===== src/rtl/calc_pkg.sv =====
// Shared encodings for the UART calculator command path: opcodes, error
// codes, the ASCII bytes the parser recognises, and the parser state enum.
package calc_pkg;

    localparam logic [1:0] OP_ADD = 2'd0;
    localparam logic [1:0] OP_SUB = 2'd1;
    localparam logic [1:0] OP_MUL = 2'd2;
    localparam logic [1:0] OP_DIV = 2'd3;

    localparam logic [1:0] ERR_NONE    = 2'd0;
    localparam logic [1:0] ERR_BAD     = 2'd1;
    localparam logic [1:0] ERR_DIGITS  = 2'd2;
    localparam logic [1:0] ERR_MISSING = 2'd3;

    localparam logic [7:0] CH_CR    = 8'h0D;
    localparam logic [7:0] CH_ESC   = 8'h1B;
    localparam logic [7:0] CH_SPACE = 8'h20;
    localparam logic [7:0] CH_EQ    = 8'h3D;
    localparam logic [7:0] CH_PLUS  = 8'h2B;
    localparam logic [7:0] CH_MINUS = 8'h2D;
    localparam logic [7:0] CH_STAR  = 8'h2A;
    localparam logic [7:0] CH_SLASH = 8'h2F;
    localparam logic [7:0] CH_0     = 8'h30;
    localparam logic [7:0] CH_9     = 8'h39;

    typedef enum logic [1:0] {
        S_A   = 2'd0,
        S_B   = 2'd1,
        S_ERR = 2'd2
    } state_t;

endpackage


===== src/rtl/uart_cmd_parser_if.sv =====
// Byte input and command output bundle between the UART receiver,
// the command parser and the arithmetic unit.
interface uart_cmd_parser_if #(
    parameter int OPW = 16
);
    logic [7:0]     rx_data;
    logic           rx_valid;
    logic [OPW-1:0] operand_a;
    logic [OPW-1:0] operand_b;
    logic [1:0]     opcode;
    logic           cmd_valid;
    logic           cmd_error;
    logic [1:0]     err_code;
    logic           busy;

    // Byte source and command consumer side
    modport master (
        output rx_data, rx_valid,
        input  operand_a, operand_b, opcode, cmd_valid, cmd_error, err_code, busy
    );

    // Parser side
    modport slave (
        input  rx_data, rx_valid,
        output operand_a, operand_b, opcode, cmd_valid, cmd_error, err_code, busy
    );
endinterface


===== src/rtl/ascii_classifier.sv =====
// Splits a received byte into the character classes the parser acts on.
// Exactly one class flag is high for any byte.
module ascii_classifier
    import calc_pkg::*;
(
    input  logic [7:0] rx_data,
    output logic       is_digit,
    output logic [3:0] digit,
    output logic       is_op,
    output logic [1:0] op,
    output logic       is_term,
    output logic       is_space,
    output logic       is_esc,
    output logic       is_bad
);

    // Decode the byte into its class and, for digits/operators, its value
    always_comb begin
        is_digit = 1'b0;
        digit    = 4'd0;
        is_op    = 1'b0;
        op       = OP_ADD;
        is_term  = 1'b0;
        is_space = 1'b0;
        is_esc   = 1'b0;
        is_bad   = 1'b0;
        if (rx_data >= CH_0 && rx_data <= CH_9) begin
            is_digit = 1'b1;
            digit    = rx_data[3:0];
        end else begin
            case (rx_data)
                CH_PLUS:  begin is_op = 1'b1; op = OP_ADD; end
                CH_MINUS: begin is_op = 1'b1; op = OP_SUB; end
                CH_STAR:  begin is_op = 1'b1; op = OP_MUL; end
                CH_SLASH: begin is_op = 1'b1; op = OP_DIV; end
                CH_CR,
                CH_EQ:    is_term  = 1'b1;
                CH_SPACE: is_space = 1'b1;
                CH_ESC:   is_esc   = 1'b1;
                default:  is_bad   = 1'b1;
            endcase
        end
    end

endmodule


===== src/rtl/uart_cmd_parser.sv =====
// Turns the UART byte stream "<A><op><B><terminator>" into a binary
// operand/opcode command with a one-cycle strobe; malformed commands are
// swallowed up to the next terminator and reported with an error code.
module uart_cmd_parser
    import calc_pkg::*;
#(
    parameter int MAX_DIGITS = 4,
    parameter int OPW        = 16
) (
    input logic              clk,
    input logic              reset,
    uart_cmd_parser_if.slave bus
);

    localparam int CW = $clog2(MAX_DIGITS + 1);

    logic           is_digit, is_op, is_term, is_space, is_esc, is_bad;
    logic [3:0]     digit;
    logic [1:0]     op;

    state_t         state, state_n;
    logic [OPW-1:0] acc, acc_n, acc_next;
    logic [CW-1:0]  acc_cnt, cnt_n;
    logic [1:0]     err_pend, err_n;
    logic [OPW-1:0] a_lat, a_n;
    logic [1:0]     op_lat, op_n;
    logic           fire_valid, fire_error;
    logic [1:0]     fire_code;
    logic [OPW+3:0] acc_ext, acc_x10;

    ascii_classifier u_class (
        .rx_data  (bus.rx_data),
        .is_digit (is_digit),
        .digit    (digit),
        .is_op    (is_op),
        .op       (op),
        .is_term  (is_term),
        .is_space (is_space),
        .is_esc   (is_esc),
        .is_bad   (is_bad)
    );

    // Decimal accumulate: acc*10 as two shifts plus the new digit, kept wide then truncated
    always_comb begin
        acc_ext  = {4'b0000, acc};
        acc_x10  = (acc_ext << 3) + (acc_ext << 1) + {{OPW{1'b0}}, digit};
        acc_next = acc_x10[OPW-1:0];
    end

    // Parser next state: one byte per rx_valid cycle, errors latched first-wins
    always_comb begin
        state_n    = state;
        acc_n      = acc;
        cnt_n      = acc_cnt;
        err_n      = err_pend;
        a_n        = a_lat;
        op_n       = op_lat;
        fire_valid = 1'b0;
        fire_error = 1'b0;
        fire_code  = err_pend;
        if (bus.rx_valid) begin
            if (is_esc) begin
                state_n = S_A;
                acc_n   = '0;
                cnt_n   = '0;
                err_n   = ERR_NONE;
            end else if (!is_space) begin
                case (state)
                    S_A, S_B: begin
                        if (is_digit) begin
                            if (acc_cnt == CW'(MAX_DIGITS)) begin
                                state_n = S_ERR;
                                err_n   = ERR_DIGITS;
                            end else begin
                                acc_n = acc_next;
                                cnt_n = acc_cnt + CW'(1);
                            end
                        end else if (is_op) begin
                            if (state == S_A && acc_cnt != '0) begin
                                a_n     = acc;
                                op_n    = op;
                                acc_n   = '0;
                                cnt_n   = '0;
                                state_n = S_B;
                            end else begin
                                state_n = S_ERR;
                                err_n   = ERR_MISSING;
                            end
                        end else if (is_term) begin
                            if (state == S_B && acc_cnt != '0) begin
                                fire_valid = 1'b1;
                            end else begin
                                fire_error = 1'b1;
                                fire_code  = ERR_MISSING;
                            end
                            state_n = S_A;
                            acc_n   = '0;
                            cnt_n   = '0;
                            err_n   = ERR_NONE;
                        end else if (is_bad) begin
                            state_n = S_ERR;
                            err_n   = ERR_BAD;
                        end
                    end
                    S_ERR: begin
                        if (is_term) begin
                            fire_error = 1'b1;
                            fire_code  = err_pend;
                            state_n    = S_A;
                            acc_n      = '0;
                            cnt_n      = '0;
                            err_n      = ERR_NONE;
                        end
                    end
                    default: begin
                        state_n = S_A;
                        acc_n   = '0;
                        cnt_n   = '0;
                        err_n   = ERR_NONE;
                    end
                endcase
            end
        end
    end

    // State, accumulator and registered command outputs; reset drops any partial command
    always_ff @(posedge clk or negedge reset) begin
        if (!reset) begin
            state         <= S_A;
            acc           <= '0;
            acc_cnt       <= '0;
            err_pend      <= ERR_NONE;
            a_lat         <= '0;
            op_lat        <= OP_ADD;
            bus.operand_a <= '0;
            bus.operand_b <= '0;
            bus.opcode    <= OP_ADD;
            bus.cmd_valid <= 1'b0;
            bus.cmd_error <= 1'b0;
            bus.err_code  <= ERR_NONE;
        end else begin
            state         <= state_n;
            acc           <= acc_n;
            acc_cnt       <= cnt_n;
            err_pend      <= err_n;
            a_lat         <= a_n;
            op_lat        <= op_n;
            bus.cmd_valid <= fire_valid;
            bus.cmd_error <= fire_error;
            if (fire_valid) begin
                bus.operand_a <= a_lat;
                bus.operand_b <= acc;
                bus.opcode    <= op_lat;
            end
            if (fire_error) begin
                bus.err_code <= fire_code;
            end
        end
    end

    assign bus.busy = (state != S_A) || (acc_cnt != '0);

endmodule


===== src/flat_wrapper.sv =====
// flat-port wrapper written by rule: the top's interface ports become plain ports
module uart_cmd_parser_flat import calc_pkg::*;
#(
    parameter int MAX_DIGITS = 4,
    parameter int OPW        = 16
)
  (clk, reset, bus_rx_data, bus_rx_valid, bus_operand_a, bus_operand_b, bus_opcode, bus_cmd_valid, bus_cmd_error, bus_err_code, bus_busy);
  uart_cmd_parser_if #(.OPW(OPW)) bus_i ();
  input logic clk;
  input logic reset;
  input wire logic [$bits(bus_i.rx_data)-1:0] bus_rx_data;
  input wire logic [$bits(bus_i.rx_valid)-1:0] bus_rx_valid;
  output wire logic [$bits(bus_i.operand_a)-1:0] bus_operand_a;
  output wire logic [$bits(bus_i.operand_b)-1:0] bus_operand_b;
  output wire logic [$bits(bus_i.opcode)-1:0] bus_opcode;
  output wire logic [$bits(bus_i.cmd_valid)-1:0] bus_cmd_valid;
  output wire logic [$bits(bus_i.cmd_error)-1:0] bus_cmd_error;
  output wire logic [$bits(bus_i.err_code)-1:0] bus_err_code;
  output wire logic [$bits(bus_i.busy)-1:0] bus_busy;
  assign bus_i.rx_data = bus_rx_data;
  assign bus_i.rx_valid = bus_rx_valid;
  assign bus_operand_a = bus_i.operand_a;
  assign bus_operand_b = bus_i.operand_b;
  assign bus_opcode = bus_i.opcode;
  assign bus_cmd_valid = bus_i.cmd_valid;
  assign bus_cmd_error = bus_i.cmd_error;
  assign bus_err_code = bus_i.err_code;
  assign bus_busy = bus_i.busy;
  uart_cmd_parser #(.MAX_DIGITS(MAX_DIGITS), .OPW(OPW)) u_core (.clk(clk), .reset(reset), .bus(bus_i));
endmodule

===== config.mk =====
export PLATFORM = sky130hd
export DESIGN_NAME = uart_cmd_parser_flat
export DESIGN_NICKNAME = d
export VERILOG_FILES = /design/src/rtl/calc_pkg.sv /design/src/rtl/uart_cmd_parser_if.sv /design/src/rtl/ascii_classifier.sv /design/src/rtl/uart_cmd_parser.sv /design/src/flat_wrapper.sv
export SDC_FILE = /design/constraint.sdc
export NUM_CORES = 1
export LEC_CHECK = 0
export BUFFER_PORTS_ARGS = -buffer_cell sky130_fd_sc_hd__buf_2
export CORE_MARGIN = 2
export CORE_UTILIZATION = 58
export DETAILED_ROUTE_END_ITERATION = 6
export HOLD_SLACK_MARGIN = 0.03
export PLACE_DENSITY = 0.79
export REMOVE_ABC_BUFFERS = 1
export SYNTH_ARGS = -nofsm -noshare
export SYNTH_HDL_FRONTEND = slang
export SYNTH_SLANG_ARGS = --single-unit

===== constraint.sdc =====
create_clock -name clk -period 3 [get_ports clk]
set_input_delay 0.15 -clock clk [delete_from_list [all_inputs] [get_ports clk]]
set_output_delay 0.15 -clock clk [all_outputs]
set_load 0.05 [all_outputs]

# Word level (Yosys, flattened, before mapping)
# Cells that the tools add are included.
# totals
regBits,79
inputBits,11
output_inout_bits,39
word_cells,126
# op_classes
n_addsub,3
magnitude_cmp,2
n_eq_ne,18
mux,73
n_bitwise,3
n_reduce_logical,15
# ops
operator,n
2-to-1 mux 16 bit,7
2-to-1 mux 2 bit,25
"equality test 8 x 6 -> 1 bit, second input constant",6
case mux 16 bit (2 select lines),1
2-to-1 mux 1 bit,27
2-to-1 mux 3 bit,7
adder 16 bit,1
adder 16 x 4 -> 16 bit,1
"!= test 5 x 4 -> 1 bit, second input constant",2
"equality test 8 x 4 -> 1 bit, second input constant",1
"equality test 8 x 5 -> 1 bit, second input constant",1
"greater-or-equal comparator 8 x 6 -> 1 bit, second input constant",1
"less-or-equal comparator 8 x 6 -> 1 bit, second input constant",1
"!= test 4 bit, second input constant",2
case mux 2 bit (2 select lines),2
OR reduction 8 bit,1
AND reduction 7 bit,1
"!= test 6 x 1 -> 1 bit, second input constant",1
case mux 2 bit (3 select lines),1
case mux 3 bit (2 select lines),1
AND reduction 6 bit,1
AND reduction 5 bit,1
2-to-1 mux 4 bit,1
AND reduction 4 bit,1
15 further kinds,20

# Depth between registers and ports, before layout
# Gate-level depths: netlist of the first run.
# logic_depth
depth_word,11
ltp_mapped,14
ltp_nobuf,13

# Modules after synthesis
# Synthesis of the first run repeated with hierarchy kept, for this count alone.
# hier_totals
hier_cells,364
hier_area_um2,4307.9
# by_module_without_submodules
mod,n_inst,cells_per_inst,area_each_um2,seq_area_each_um2
uart_cmd_parser,1,338,4121.5,1976.9
ascii_classifier,1,26,186.4,0.0

# Worst setup path before layout of the first run
# OpenSTA, ideal clock, no wires.
# synth_path
kind,input -> register
from,in bus_rx_data[7]
to,reg u_core.acc[14]
setup_time_ns,0.122
t_arrival_ns,2.965
path_slack_ns,-0.087
stages,13
n_path_buf,1
path_cell_list,nor2_1 and3b_1 clkbuf_1 nand2_1 fa_1 inv_1 ha_1 nor2b_1 o2111ai_1 a21oi_1 o31a_1 or3_1 a32o_1
# synth_between
elab_chain_len,10
elab_cells_between_ends,35
classes_between,add/sub: 1; order compare: 2; eq/ne: 11; mux: 17; reduce/logical: 4
# synth_rtl
element,line_no,text
start: declaration,flat_wrapper.sv:11,input wire logic [$bits(bus_i.rx_data)-1:0] bus_rx_data;
branches (longest 10 deep; another with adder 16 x 4 -> 16 bit),n/a,
end signal: assignment,uart_cmd_parser.sv:143,acc <= acc_n;
end: declaration,uart_cmd_parser.sv:22,"logic [OPW-1:0] acc, acc_n, acc_next;"
# Several ways; the timed one is not identified. The select of a mux whose other input is x is not followed.
# A chain may end at the register's enable or synchronous reset.

# Worst setup path after layout of the first run
# layout_path
from,reg u_core.acc[0]
to,reg u_core.acc[14]
# layout_between
elab_chain_len,7
# layout_rtl
element,line_no,text
adder 16 bit,uart_cmd_parser.sv:46,"acc_x10 = (acc_ext << 3) + (acc_ext << 1) + {{OPW{1'b0}}, digit};"
adder 16 x 4 -> 16 bit,uart_cmd_parser.sv:46,
2-to-1 mux 16 bit,uart_cmd_parser.sv:71,if (acc_cnt == CW'(MAX_DIGITS)) begin
2-to-1 mux 16 bit,uart_cmd_parser.sv:70,if (is_digit) begin
case mux 16 bit (2 select lines),uart_cmd_parser.sv:68,case (state)
2-to-1 mux 16 bit,uart_cmd_parser.sv:67,end else if (!is_space) begin
2-to-1 mux 16 bit,uart_cmd_parser.sv:62,if (is_esc) begin
# Every way passes these cells. The select of a mux whose other input is x is not followed.

==> flow_metrics.tcl, run 1 <==
set metrics [dict create \
    grt_pass1_vias 2832 \
    antenna_left 0 \
    synth_seq_cells 79 \
    hp-start "bus_rx_data[0]" \
    rr_startpoint "u_core.acc[0]$_DFFE_PN0P_" \
    timing.rr.end "u_core.acc[14]$_DFFE_PN0P_" \
    cts_tree "yes" \
    yosys.area_share.simple_pct 11.1 \
    synth_area_leaders "dfrtp_1 (47%), mux2_2 (11%), ha_1 (8.3%)" \
    synth-seq-area-share_pct 47.0 \
    fin_nets 449 \
    met3_usage_pct 5.36 \
    drive_gt1_share_pct 32.4 \
    grtUsageMet1_pct 27.2 \
    synth_flop_cell "dfrtp_1" \
    synth-xor-area-share_pct 1.87 \
    ys_types 56 \
    pre_cts_ws_ns -0.0736 \
    hold_end "u_core.acc[0]$_DFFE_PN0P_" \
    dr.pass1.iters 5 \
    relSlewSlack_pct 35.3 \
    tightest_slew_ns 0.963 \
    grt_max_degree 80 \
    die_area_sq_um 7950 \
    ff2ff_setup_slack_ns 0.27 \
    vdd_drop_max_v 0.000316 \
    grt_pass1_wl_um 12900 \
    htree_levels 3 \
    synth_top_family_by_area "multiplexers" \
    syn_inst 348 \
    synth_top_area_share_pct 47.0 \
    finClkSkew_ns 0.00940 \
    die_w_um 89.2 \
    initial_core_util_pct 59.0 \
    finalCritPeriodShare_pct 90.9 \
    post_drt_wl_per_cell_um 14.9 \
    synth_edf_count 0 \
    dp_hpwl_um 5400 \
    rsz0062_at_grt "false" \
    p_per_area_nw_per_um2 463 \
    cp.arrival_ns 2.96 \
    critPathKind "reg -> reg" \
    cp_max_fo 5 \
    fin_crit_ns 2.73 \
    hold_viol_final 0 \
    gp_routability_congestion 0.878 \
    slew_violations 0 \
    fillCellCount 606 \
    clockBufferDepth 2 \
    rows 31 \
    p_leak_nw 2.51 \
    yosys_warnings 0 \
    start_kind "flip-flop" \
    r2r_cells 9 \
    ioPinCount 50 \
    status "finished, final reports clean" \
    drc_errors 0 \
    synthMuxAreaShare_pct 14.8 \
    required_ns 3.24 \
    clk_pin_slew_ns 0.08 \
    post_cts_buffers 0 \
    grt_usage_pct 21.1 \
    cts_inserted_buffers 9 \
    timing.final.ws_setup_ns 0.274 \
    insertedDiodeCount 0 \
    holdWs_ns 0.140 \
    chipHeight_um 89.2 \
    synth_compound_area_share_pct 12.6 \
    syn_to_final_growth_pct 13.3 \
    clock-root-buffer "clkbuf_8" \
    clk_latency_ns 0.35 \
    worst_setup_path_end_kind "flip-flop" \
    syn_area_sq_um 4210 \
    min_path_cells 2 \
    vias 2857 \
    wirelength_um 7640 \
    min_path_type "in -> reg" \
    synth_fa_ha_area_share_pct 9.28 \
    drtIter0Drc 112 \
    yosysTopAreaCell "dfrtp_1" \
    fmax_mhz 367 \
    setup_viol 0 \
    grt_antenna_before_repair 0 \
    cap_violations 0 \
    via_per_inst 5.58 \
    io_buffers 49 \
    overflow 0 \
    async_flop_share_pct 100 \
    cts.sinks 79 \
    met2_usage_pct 33.7 \
    synth_area_per_cell_sq_um 12.1 \
    core_sq_um 7140 \
    grt-busiest-layer "met2" \
]
-- logic make-up after synthesis --
logic type | count (synthesis)
simple gates | 80
flops | 79
compound gates | 75
mux | 52
fa+ha+maj | 30
buf+inv | 23
xor+xnor | 9
-- critical path, cell delays in order (launching register included) --
cell and delay (ns):
dfrtp_1 0.42, inv_1 0.08, fa_1 0.56, fa_1 0.21, nor2b_1 0.06, o2111ai_1 0.30
a21oi_1 0.15, o31a_1 0.30, or3_1 0.31, a32o_1 0.24
-- flip-flops by register name (all words and copies together), names as in the netlist, 3 cells and up --
name	count
u_core.a_lat	16
u_core.bus.operand_a	16
u_core.acc_cnt	3
u_core.bus.operand_b	16
u_core.acc	16
-- cell type report --
type	count	area (sq um)	share of cell area, %
multi-input cells	246	2090	43.9
inverters	12	45.0	0.945
clock buffers	10	138	2.89
repair buffers	60	333	6.98
clock inverters	6	60.1	1.26
well taps	99	124	2.60
flip-flops and latches	79	1980	41.5
-- layer usage --
layer  part of all wire (%)  vias up
li1                       -     1394
met1                     47     1392
met2                     46       59
met3                    4.8       12
met4                    2.0        0
met5                      0        -
-- worst max path at each step --
stage | startpoint | to | slack [ns] | cells after the start
CTS | u_core.acc[0]$_DFFE_PN0P_ | u_core.acc[14]$_DFFE_PN0P_ | 0.27 | 9
global route | bus_rx_data[1] | u_core.acc[10]$_DFFE_PN0P_ | 0.03 | 15
floorplan | bus_rx_data[7] | u_core.acc[14]$_DFFE_PN0P_ | 0.03 | 12
finish | u_core.acc[0]$_DFFE_PN0P_ | u_core.acc[14]$_DFFE_PN0P_ | 0.27 | 9
global placement | bus_rx_data[1] | u_core.acc[14]$_DFFE_PN0P_ | 0.05 | 12
detailed placement | bus_rx_data[1] | u_core.acc[14]$_DFFE_PN0P_ | -0.07 | 12
-- layout by cell type, fill, tap and decap left out, types with 11 or more instances in the layout --
cell type,synthesis,layout
nor2_1,13,13
o21ai_0,22,22
dfrtp_1,79,79
buf_2,0,48
ha_1,28,28
buf_4,0,11
nand2_1,24,24
mux2_2,41,41
inv_1,12,12
a21oi_1,11,11
-- power breakdown --
part           leakage [nW]  internal, mW  total [mW]  switching (mW)
registers              1.10          1.09        1.14          0.0454
logic                  1.32         0.102       0.288           0.187
clock network        0.0981         0.402       0.782           0.380
-- Yosys cell counts (2+ instances only) --
master,n
nand4_1,2
a32o_1,4
o211ai_1,2
nand2_1,24
clkbuf_1,5
a22o_1,6
and4b_1,2
nand2b_1,5
buf_6,5
o21bai_1,2
a21oi_1,11
and3_1,2
nand3b_1,2
o21ai_0,22
mux2_4,10
inv_1,12
xnor2_1,5
a21o_1,5
mux2_2,41
nand3_1,4
xor2_1,4
and3b_1,2
ha_1,28
fa_1,2
nor2b_1,2
o21a_1,7
nor2_1,13
and2_1,4
o31a_1,2
dfrtp_1,79
or3_1,4
nor3_1,6
-- timing repair --
action	CTS	global route
hold buffers	1	0
hold endpoints to repair	79	0
gates resized for setup	0	0
-- through the flow --
stage | TNS (ns) | cell area (sq um) | power [mW] | cells | util (%)
3_3_place_gp | 0 | 4560 | 1.43 | 495 | 63.9
6_report | 0 | 4770 | 2.21 | 512 | 66.8
2_1_floorplan | 0 | 4110 | 1.34 | 337 | -
4_1_cts | 0 | 4770 | 2.23 | 512 | 66.8
3_5_place_dp | -0.103 | 4560 | 1.45 | 495 | 63.9
5_1_grt | 0 | 4770 | 2.32 | 512 | 66.8
(Power assumes the default switching activity.)
==> inputs of run 2 (changes only) <==
==> constraint.sdc (replaced) <==
create_clock -name clk -period 3 [get_ports clk]
set_input_delay 0.45 -clock clk [delete_from_list [all_inputs] [get_ports clk]]
set_output_delay 0.45 -clock clk [all_outputs]
set_load 0.05 [all_outputs]
==> run 2 against run 1 <==
Combinational power rose by 10%. Clock-buffer cell count rose by 1. Power is 1.4% lower. Utilization is 0.39 points higher. Final cell count did not move. Highest routed layer unchanged.
==> flow_metrics.tcl, run 2 (synthesized netlist as in run 1, its figures left out) <==
set metrics [dict create \
    status "finished, final reports clean" \
    drc_errors 0 \
    dp_hpwl_um 5590 \
    critPathLaunch "bus_rx_data[1]" \
    ff2ff_setup_slack_ns 0.24 \
    final_common_cell "dfrtp_1" \
    finalCritPeriodShare_pct 94.9 \
    overflow 0 \
    r2r_cells 10 \
    worst_setup_path_end_kind "flip-flop" \
    p_per_area_nw_per_um2 454 \
    vdd_drop_max_v 0.000285 \
    insertedDiodeCount 0 \
    crit_chain "buf_2 -> o21ai_1 -> and3b_2 -> nand2_1 -> fa_1 -> inv_1 -> ha_1 -> a21oi_2 -> nor3_1 -> o21a_1 -> o21a_1 -> or3_1 -> a32o_1" \
    final_area_sq_um 4790 \
    pre_cts_ws_ns -0.362 \
    gp_routability_congestion 0.877 \
    final_cells 512 \
    clk_latency_ns 0.35 \
    finClkSkew_ns 0.00607 \
    antenna_left 0 \
    dp.cells 497 \
    grt_pass1_wl_um 13000 \
    crit_family "compound AO/OA/AOI/OAI gates" \
    fmax_mhz 351 \
    crit_buf_inv 2 \
    clock-root-buffer "clkbuf_8" \
    grt_antenna_before_repair 0 \
    holdWs_ns 0.253 \
    cts_resized 0 \
    chipHeight_um 89.2 \
    timing.rr.end "u_core.acc[9]$_DFFE_PN0P_" \
    rsz0062_at_grt "false" \
    grt_usage_pct 21.5 \
    rows 31 \
    vias 2939 \
    timing.final.ws_setup_ns 0.153 \
    clk_pin_slew_ns 0.08 \
    min_path_type "in -> async" \
    die_w_um 89.2 \
    cap_violations 0 \
    critPathKind "in -> reg" \
    slew_violations 0 \
    ctsHoldBuffers 0 \
    setup_viol 0 \
    hold_viol_final 0 \
    p_leak_nw 2.51 \
    seq_area_sq_um 1980 \
    place_area_sq_um 4570 \
    syn_to_final_growth_pct 13.9 \
    ioPinCount 50 \
    crit_cells 13 \
    cts_tree "yes" \
    critical_path.endpoint "u_core.acc[9]$_DFFE_PN0P_" \
    relSlewSlack_pct 35.5 \
    fin_nets 450 \
    multi_input_area_sq_um 2130 \
    post_drt_wl_per_cell_um 15.7 \
    htree_levels 3 \
    cts_inserted_buffers 9 \
    drive_gt1_share_pct 34.1 \
    grt_pass1_vias 2832 \
    dr.pass1.iters 4 \
    tightest_slew_ns 0.968 \
    required_ns 3.23 \
    cts.sinks 79 \
    die_area_sq_um 7950 \
    wirelength_um 8040 \
    start_kind "input port" \
    post_cts_buffers 0 \
    grt_max_degree 80 \
    fillCellCount 597 \
    via_per_inst 5.74 \
    slowest_stage "fa_1" \
    drtIter0Drc 133 \
    slowest_delay_ns 0.54 \
    fin_crit_ns 2.85 \
    clockBufferDepth 2 \
    io_buffers 49 \
    initial_core_util_pct 59.0 \
    cp.arrival_ns 3.08 \
    final_cell_mix "dfrtp_1 (79), buf_2 (48), mux2_2 (41), ha_1 (27), nand2_1 (24)" \
    path_common_cell "o21a_1" \
    rr_startpoint "u_core.acc[2]$_DFFE_PN0P_" \
    cp_max_fo 3 \
    core_sq_um 7140 \
]
==> run 2: power by group <==
part	internal, mW	switching (mW)	leakage [nW]
logic	0.107	0.210	1.32
clock network	0.378	0.365	0.0892
registers	1.09	0.0250	1.10
==> run 2: through the flow <==
| stage | TNS, ns | util (%) | power (mW) |
|---|---|---|---|
| 2_1_floorplan | -0.952 | - | 1.34 |
| 3_5_place_dp | -2.27 | 64.1 | 1.45 |
| 4_1_cts | 0 | 66.6 | 2.20 |
| 5_1_grt | 0 | 67.2 | 2.28 |
| 3_3_place_gp | -1.41 | 64.1 | 1.44 |
| 6_report | 0 | 67.2 | 2.18 |
==> run 2: worst min path at each step <==
stage                                   startpoint                                    to
floorplan                                    reset           u_core.a_lat[0]$_DFFE_PN0P_
global placement    u_core.err_pend[0]$_DFFE_PN0P_        u_core.err_pend[0]$_DFFE_PN0P_
detailed placement  u_core.err_pend[0]$_DFFE_PN0P_        u_core.err_pend[0]$_DFFE_PN0P_
CTS                                          reset  u_core.bus.operand_a[11]$_DFFE_PN0P_
global route                                 reset  u_core.bus.operand_a[11]$_DFFE_PN0P_
finish                                       reset  u_core.bus.operand_a[13]$_DFFE_PN0P_
==> run 2: routing by layer <==
| layer | up-vias | routed length, um | GRT usage (%) |
|---|---|---|---|
| met5 | - | 0 | 0 |
| met4 | 0 | 123 | 10.9 |
| met3 | 10 | 372 | 3.51 |
| met2 | 79 | 3910 | 35.1 |
| met1 | 1445 | 3630 | 27.9 |
| li1 | 1405 | - | - |
==> run 2: layout make-up <==
cell class	count	area share [%]
flip-flops and latches	79	41.2
inverters	12	0.939
multi-input cells	246	44.4
clock inverters	4	0.992
well taps	99	2.58
repair buffers	61	7.12
clock buffers	11	2.74
